==> config.mk <==
export PLATFORM = sky130hd
export DESIGN_NAME = maxpool_2x2_stream
export DESIGN_NICKNAME = d
export VERILOG_FILES = /design/src/rtl/cnn_pkg.sv /design/src/rtl/maxpool_linebuf.sv /design/src/rtl/maxpool_2x2_stream.sv
export SDC_FILE = /design/constraint.sdc
export NUM_CORES = 2
export LEC_CHECK = 0
export CORE_ASPECT_RATIO = 0.8
export CORE_UTILIZATION = 45
export CTS_CLUSTER_DIAMETER = 80
export CTS_CLUSTER_SIZE = 8
export DETAILED_ROUTE_END_ITERATION = 12
export PLACE_DENSITY = 0.63
export SKIP_LAST_GASP = 1
export SLEW_MARGIN = 5
export SYNTH_ARGS = -nofsm -noshare
export SYNTH_HDL_FRONTEND = slang
export SYNTH_SLANG_ARGS = --single-unit
==> constraint.sdc <==
create_clock -name clk -period 6.3 [get_ports clk]
set_clock_uncertainty 0.2 [all_clocks]
set_input_delay 0.63 -clock clk [delete_from_list [all_inputs] [get_ports clk]]
set_output_delay 0.63 -clock clk [all_outputs]
set_load 0.05 [all_outputs]
==> src/rtl/cnn_pkg.sv <==
// cnn_pkg: shared pixel width, dimension legality checks and signed max
package cnn_pkg;
  localparam int DATA_W = 8;
  function automatic bit is_even(input int n);
    return n % 2 == 0;
  endfunction
  function automatic bit dim_ok(input int n);
    return n >= 2 && is_even(n);
  endfunction
  function automatic logic signed [31:0] smax(input logic signed [31:0] a, input logic signed [31:0] b);
    return a > b ? a : b;
  endfunction
endpackage

==> src/rtl/maxpool_linebuf.sv <==
// maxpool_linebuf: one row of horizontal maxima, 1 write port, combinational read, no reset
module maxpool_linebuf import cnn_pkg::*; #(
  parameter int DATA_W = cnn_pkg::DATA_W,
  parameter int DEPTH  = 208,
  parameter int AW     = 8
) (
  input  logic              clk,
  input  logic              i_we,
  input  logic [AW-1:0]     i_waddr,
  input  logic [DATA_W-1:0] i_wdata,
  input  logic [AW-1:0]     i_raddr,
  output logic [DATA_W-1:0] o_rdata
);
  logic [DATA_W-1:0] r_mem [DEPTH];
  always_ff @(posedge clk)
    if (i_we) r_mem[i_waddr] <= i_wdata;
  assign o_rdata = r_mem[i_raddr];
endmodule

==> src/rtl/maxpool_2x2_stream.sv <==
// maxpool_2x2_stream: streaming 2x2/stride-2 signed max pooling over a raster feature map
module maxpool_2x2_stream import cnn_pkg::*; #(
  parameter int DATA_W = cnn_pkg::DATA_W,
  parameter int IMG_W  = 416,
  parameter int IMG_H  = 416
) (
  input  logic                     clk,
  input  logic                     rst_n,
  input  logic                     frame_clr,
  input  logic signed [DATA_W-1:0] in_data,
  input  logic                     in_valid,
  output logic                     in_ready,
  output logic signed [DATA_W-1:0] out_data,
  output logic                     out_valid,
  input  logic                     out_ready,
  output logic                     out_last
);
  localparam int CW = $clog2(IMG_W);
  localparam int RW = $clog2(IMG_H);
  localparam int AW = IMG_W > 2 ? $clog2(IMG_W / 2) : 1;
  localparam logic [CW-1:0] LAST_COL = CW'(IMG_W - 1);
  localparam logic [RW-1:0] LAST_ROW = RW'(IMG_H - 1);
  if (!dim_ok(IMG_W) || !dim_ok(IMG_H)) begin : g_bad_dims
    $error("maxpool_2x2_stream: IMG_W and IMG_H must be even and >= 2");
  end
  logic [CW-1:0] r_col;
  logic [RW-1:0] r_row;
  logic signed [DATA_W-1:0] r_hold, r_out_data, w_lb_rd, w_hmax, w_vmax;
  logic r_out_valid, r_out_last;
  logic w_acc, w_pair, w_emit;
  logic [AW-1:0] w_addr;
  assign in_ready  = !r_out_valid || out_ready;
  assign w_acc     = in_valid && in_ready && !frame_clr;
  assign w_pair    = w_acc && r_col[0];
  assign w_emit    = w_pair && r_row[0];
  assign w_addr    = AW'(r_col >> 1);
  assign w_hmax    = DATA_W'(smax(32'(r_hold), 32'(in_data)));
  assign w_vmax    = DATA_W'(smax(32'(w_lb_rd), 32'(w_hmax)));
  assign out_data  = r_out_data;
  assign out_valid = r_out_valid;
  assign out_last  = r_out_last;
  // even rows park their horizontal maxima; odd rows read them back to close the window
  maxpool_linebuf #(.DATA_W(DATA_W), .DEPTH(IMG_W / 2), .AW(AW)) u_linebuf (
    .clk     (clk),
    .i_we    (w_pair && !r_row[0]),
    .i_waddr (w_addr),
    .i_wdata (w_hmax),
    .i_raddr (w_addr),
    .o_rdata (w_lb_rd)
  );
  always_ff @(posedge clk or negedge rst_n) begin
    if (!rst_n) begin
      r_col       <= '0;
      r_row       <= '0;
      r_hold      <= '0;
      r_out_data  <= '0;
      r_out_valid <= 1'b0;
      r_out_last  <= 1'b0;
    end else if (frame_clr) begin
      r_col       <= '0;
      r_row       <= '0;
      r_out_valid <= 1'b0;
      r_out_last  <= 1'b0;
    end else begin
      if (w_acc) begin
        r_col <= r_col == LAST_COL ? '0 : r_col + 1'b1;
        if (r_col == LAST_COL) r_row <= r_row == LAST_ROW ? '0 : r_row + 1'b1;
        if (!r_col[0]) r_hold <= in_data;
      end
      if (w_emit) begin
        r_out_data  <= w_vmax;
        r_out_valid <= 1'b1;
        r_out_last  <= r_row == LAST_ROW && r_col == LAST_COL;
      end else if (out_ready) begin
        r_out_valid <= 1'b0;
        r_out_last  <= 1'b0;
      end
    end
  end
endmodule

# Word-level counts from Yosys, hierarchy flattened
# Memory sizes are Yosys's and may differ from the RTL's.
# Index checks and enable logic that the tools add are counted.
[op_classes] add_sub_neg=2 n_lt_le_gt_ge=2 eq_ne=2 mux=16 bitwise_logic=2 n_reduce_logical=16
[op_table] op="$mux W9" n=7
[op_table] op="$add A9 B1 Y9 const B" n=2
[op_table] op="$eq A9 B9 Y1 const B" n=2
[op_table] op="$gt A8 B8 Y1" n=2
[op_table] op="$mux W8" n=2
[op_table] op="$mux W1" n=7
[op_table] op="$logic_and A1 B1 Y1" n=6
[op_table] op="$reduce_and A2 Y1" n=2
[op_table] op="$reduce_bool A2 Y1" n=2
[op_table] op="$logic_not A1 Y1" n=3
[op_table] op="$reduce_and A3 Y1" n=1
[op_table] op="$reduce_bool A3 Y1" n=1
[op_table] op="$not A1 Y1" n=2
[op_table] op="$logic_or A1 B1 Y1" n=1
[totals] reg_bits=36 ram_bits=1664 input_bits=13 out_inout_bits=11 wordCells=47 mem_count=1
[memory_table] name="u_linebuf.r_mem" depth=208 width=8 read_ports=1 rd_ports_with_merged_regs=0 write_ports=1 line="maxpool_linebuf.sv:14" source="logic [DATA_W-1:0] r_mem [DEPTH];"

# Depth between registers and ports, before layout
[logic_depth] ltp_word=8 mapped_depth=21 depth_no_buf=16

# By module
# Synthesis repeated with hierarchy kept, for this count alone.
[unflattened] hier_cells=3260 area_unflattened_um2=66865.4
[by_module_without_submodules] mod="maxpool_linebuf" n_inst=1 cells_per_inst=3017 area_each_um2=64536.9 seq_area_each_um2=49967.9
[by_module_without_submodules] mod="maxpool_2x2_stream" n_inst=1 cells_per_inst=243 area_each_um2=2328.5 seq_area_each_um2=900.9

# Worst setup path after synthesis
# No wires, ideal clock.
[synth_path] kind="input to register" from="input port in_data[3]" to="register r_out_data[3], in the netlist out_data[3]" setup_time_ps=121 arrival_ps=5345 required_ps=5979 setup_slack_ps=634 cell_stages=16 n_path_buf=1 path_cell_list="inv_1 > ha_1 > a21o_1 > a21o_1 > a221oi_1 > o221ai_2 > mux2_2 > inv_1 > ha_1 > a21o_1 > a211o_1 > o31ai_1 > o21ai_0 > buf_2 > and4_1 > o22a_1"
[synth_between] elab_chain_len=4
[synth_rtl] element="start: declaration" line="maxpool_2x2_stream.sv:10" source="input logic signed [DATA_W-1:0] in_data,"
[synth_rtl] element="$gt A8 B8 Y1" line="cnn_pkg.sv:11" source="return a > b ? a : b;"
[synth_rtl] element="$mux W8" line="cnn_pkg.sv:11"
[synth_rtl] element="net u_linebuf.i_wdata[5]" line="maxpool_linebuf.sv:10" source="input logic [DATA_W-1:0] i_wdata,"
[synth_rtl] element="$gt A8 B8 Y1" line="cnn_pkg.sv:11"
[synth_rtl] element="$mux W8" line="cnn_pkg.sv:11"
[synth_rtl] element="end signal: assignment" line="maxpool_2x2_stream.sv:71" source="r_out_data <= w_vmax;"
[synth_rtl] element="end: declaration" line="maxpool_2x2_stream.sv:28" source="logic signed [DATA_W-1:0] r_hold, r_out_data, w_lb_rd, w_hmax, w_vmax;"
# The timed path passes the listed nets, and every way through them passes these cells.
# A chain may end at the register's enable or synchronous reset.

# Worst setup path after layout
[layout_path] from="register r_col[1]" to="register r_out_data[3], in the netlist out_data[3]"
[layout_between] elab_chain_len=3
[layout_rtl] element="start: declaration" line="maxpool_2x2_stream.sv:26" source="logic [CW-1:0] r_col;"
[layout_rtl] element="start signal: assignment" line="maxpool_2x2_stream.sv:66" source="r_col <= r_col == LAST_COL ? '0 : r_col + 1'b1;"
[layout_rtl] element="$mem_v2 Z208 W8 (*)"
[layout_rtl] element="$gt A8 B8 Y1" line="cnn_pkg.sv:11"
[layout_rtl] element="$mux W8 (*)" line="cnn_pkg.sv:11"
# Every way passes the cells marked *; elsewhere a longest branch is shown, timed or not.

==> reports/qor.yml <==
synth-async-reset-ratio_pct: 2.12
cts.repair.resized: 0
cts_tree: "yes"
placedCellCount: 5269
antenna_found_initial: 0
vias: 34493
synth.yosys.seq_area_share_pct: 75.7
wl_um: 176000
worst_hold_slack_ns: 0.259
drc_errors: 0
dpl.hpwl_um: 108000
setup_viol: 0
maxCapViolCount: 0
min_period_ns: 5.61
std_cell_rows: 126
area_delta_synth_final_pct: 13.9
grt_usage_pct: 23.5
tightest_slew_ns: 1.23
hold_path_depth: 3
routedWlPerCell_um: 31.6
synth_fp_nets: 3325
path_class: "flip-flop to flip-flop"
rr_startpoint: "r_col[1]$_DFFE_PN0P_"
p_clk_share_pct: 41.5
syn_area_sq_um: 67200
switchingPower_mw: 6.18
ant_nets: 0
synth_edf_count: 1664
cp-start-kind: "flip-flop"
ys.flop_type: "edfxtp_1"
fin_tns_setup_ns: 0
drt-met1-wl_um: 76700
clockRootBuffer: "clkbuf_16"
cp_slowest_cell: "o31ai_1"
cts_sinks: 1700
cp-end-kind: "flip-flop"
ys_types: 76
start_util_pct: 45.5
slew_viol_final: 0
relSlewSlack_pct: 15.8
finalNonFillerCells: 5568
status: "finished clean"
wl_met3_um: 19000
pwr_density_cell_nw_per_um2: 349
core_sq_um: 148000
yosysWarnings: 0
dieArea_sq_um: 151000
final_cell_mix: "1,664 x edfxtp_1, 338 x mux4_2, 260 x nor2_1, 234 x clkbuf_16, 133 x buf_4"
internal_power_mw: 20.5
pin_count: 24
worstSkewPairLatency_ns: 0.83
reg2reg_depth: 13
layout_commonest_cell: "edfxtp_1"
avgSynthCellArea_sq_um: 20.4
drive_gt1_share_pct: 23.8
min_to: "r_hold[0]$_DFFE_PN0P_"
place.gp.congestion: 0.920
top_layer_used: "met4"
combPwrFrac_pct: 7.9
grt_setup_unrepaired: "false"
hold_violations: 0
clkTransAtPathRegs_ns: 0.05
grt_pass1_wl_um: 252000
min_path_type: "input pin to flip-flop"
p_total_mw: 26.7
syn-instance-count: 3294
grt_pass1_vias: 34011
hold_start: "in_data[0]"
crit_path_max_incr_delay_ns: 0.95
post-cts-setup-buffers: 0
clock_tree.buffer_depth: 3
cts_max_level: 4
portBuffers: 23
finalCritPeriodShare_pct: 89.1
nets: 3550
path_max_fanout: 28
p_seq_share_pct: 50.6
fp.dieH_um: 348
wl_met2_um: 76100
cts_hold_buf: 1
leakagePower_nw: 23.8
peakVddDrop_mv: 0.292
cts_buffers: 231
grt_overflow: 0
utilization_pct: 51.8
rr_endpoint: "out_data[3]$_DFFE_PN0P_"
grt_max_degree: 210
switching_share_pct: 23.1
fmax_mhz: 178
crit_chain: "buf_4, mux4_2, a22oi_1, a21oi_1, o31ai_1, nor3b_1, ha_1, a211o_1, o31ai_1, o21ai_0, buf_4, and4_1, o22a_1"
viasPerCell: 6.19
ys_ff_latch: 1700
fp.dieW_um: 434
reg2reg_setup_slack_ns: 0.69
first_iter_violations: 5068
cp.required_ns: 6.81
critPathArrivalTime_ns: 6.13
first_pass_iters: 5
==> through the flow <==
| stage | setup WS [ns] | instance area [sq um] |
|---|---|---|
| finish | 0.687 | 76600 |
| detailed placement | 0.801 | 70300 |
| global placement | 0.798 | 70300 |
| global route | 0.554 | 76600 |
| CTS | 0.742 | 76600 |
| floorplan | 0.634 | 67200 |
==> flip-flops by register name, summed over array words and instances, names as in the netlist <==
signal,flops
u_linebuf.r_mem,1664
r_row,9
out_last,1
r_hold,8
out_valid,1
r_col,9
out_data,8
==> cell type report <==
type                            count  area (sq um)
Sequential cell                  1700         50900
Fill cell                       11630         71300
Tap cell                         1984          2480
Timing Repair Buffer              182          1730
Multi-Input combinational cell   1383         15100
Antenna cell                        3          7.51
Clock buffer                      281          6030
Inverter                           21          95.1
Clock inverter                     14           223
==> worst max-delay path by stage <==
stage                         startpoint                 endpoint  slack (ns)  cells after the start
floorplan                     in_data[3]  out_data[3]$_DFFE_PN0P_        0.63                     16
global placement              in_data[5]  out_data[3]$_DFFE_PN0P_        0.80                     17
detailed placement  r_col[1]$_DFFE_PN0P_  out_data[3]$_DFFE_PN0P_        0.80                     16
CTS                 r_col[1]$_DFFE_PN0P_  out_data[3]$_DFFE_PN0P_        0.74                     16
global route        r_col[1]$_DFFE_PN0P_  out_data[3]$_DFFE_PN0P_        0.55                     15
finish              r_col[1]$_DFFE_PN0P_  out_data[3]$_DFFE_PN0P_        0.69                     13
==> power groups by stage <==
stage | logic (mW) | clock network [mW] | registers, mW
final | 2.11 | 11.1 | 13.5
after global routing | 2.25 | 11.6 | 13.5
after CTS | 2.11 | 11.2 | 13.5
after detailed placement | 2.12 | 0 | 13.7
after global placement | 2.06 | 0 | 13.7
after floorplan | 1.06 | 0 | 13.9
==> worst max-delay path, delay by kind of cell (launching register included) <==
kind / cells / cell delay, ns
multiplexers: 1 / 0.55
buffers and inverters: 2 / 0.69
flip-flops: 1 / 0.89
AO/OA/AOI/OAI: 7 / 2.33
AND/OR/NAND/NOR: 2 / 0.34
adder cells (fa/ha/maj): 1 / 0.37
==> metal layers <==
layer | track usage (%) | vias up
met4 | 6.48 | 0
met2 | 32.9 | 1918
met3 | 6.05 | 253
li1 | - | 14013
met5 | 0 | -
met1 | 36.3 | 18309
==> synthesized netlist by cell type, types with 4 or more instances <==
| cell type | n | share of area, % |
|---|---|---|
| a2111oi_0 | 5 | 0.065 |
| a211o_1 | 4 | 0.052 |
| a211oi_1 | 12 | 0.13 |
| a21o_1 | 4 | 0.045 |
| a21oi_1 | 75 | 0.56 |
| a221oi_1 | 15 | 0.20 |
| a22o_1 | 5 | 0.065 |
| a22oi_1 | 67 | 0.75 |
| a31oi_1 | 4 | 0.037 |
| and2_1 | 8 | 0.074 |
| buf_1 | 10 | 0.056 |
| buf_12 | 5 | 0.15 |
| buf_2 | 49 | 0.36 |
| buf_4 | 22 | 0.25 |
| buf_6 | 38 | 0.64 |
| clkbuf_1 | 57 | 0.32 |
| clkbuf_4 | 4 | 0.045 |
| dfrtp_1 | 36 | 1.3 |
| edfxtp_1 | 1664 | 74 |
| ha_1 | 18 | 0.34 |
| inv_1 | 20 | 0.11 |
| mux2_2 | 73 | 1.2 |
| mux2i_1 | 74 | 1.1 |
| mux4_1 | 45 | 1.8 |
| mux4_2 | 338 | 11 |
| nand2_1 | 139 | 0.78 |
| nand2b_1 | 10 | 0.093 |
| nand3_1 | 28 | 0.21 |
| nand4_1 | 6 | 0.056 |
| nor2_1 | 261 | 1.5 |
| nor2b_1 | 15 | 0.14 |
| nor3_1 | 12 | 0.089 |
| nor4_1 | 6 | 0.056 |
| o2111ai_1 | 5 | 0.065 |
| o211ai_1 | 9 | 0.10 |
| o21a_1 | 4 | 0.045 |
| o21ai_0 | 38 | 0.28 |
| o221ai_1 | 7 | 0.091 |
| o22ai_1 | 33 | 0.31 |
| o31ai_1 | 5 | 0.056 |
| or2_2 | 6 | 0.056 |
==> kinds of logic (layout without fill, tap and decap cells) <==
| logic type | count (synthesis) | in the layout | share of synthesized area, % |
|---|---|---|---|
| mux | 530 | 530 | 15.4 |
| buf+inv | 211 | 498 | 2.03 |
| fa+ha+maj | 18 | 18 | 0.335 |
| flops | 1700 | 1700 | 75.7 |
| xor+xnor | 5 | 5 | 0.0652 |
| compound gates | 314 | 314 | 3.16 |
| other cells | 0 | 3 | 0 |
| simple gates | 516 | 516 | 3.32 |
Power figures use the tool's default switching activity.
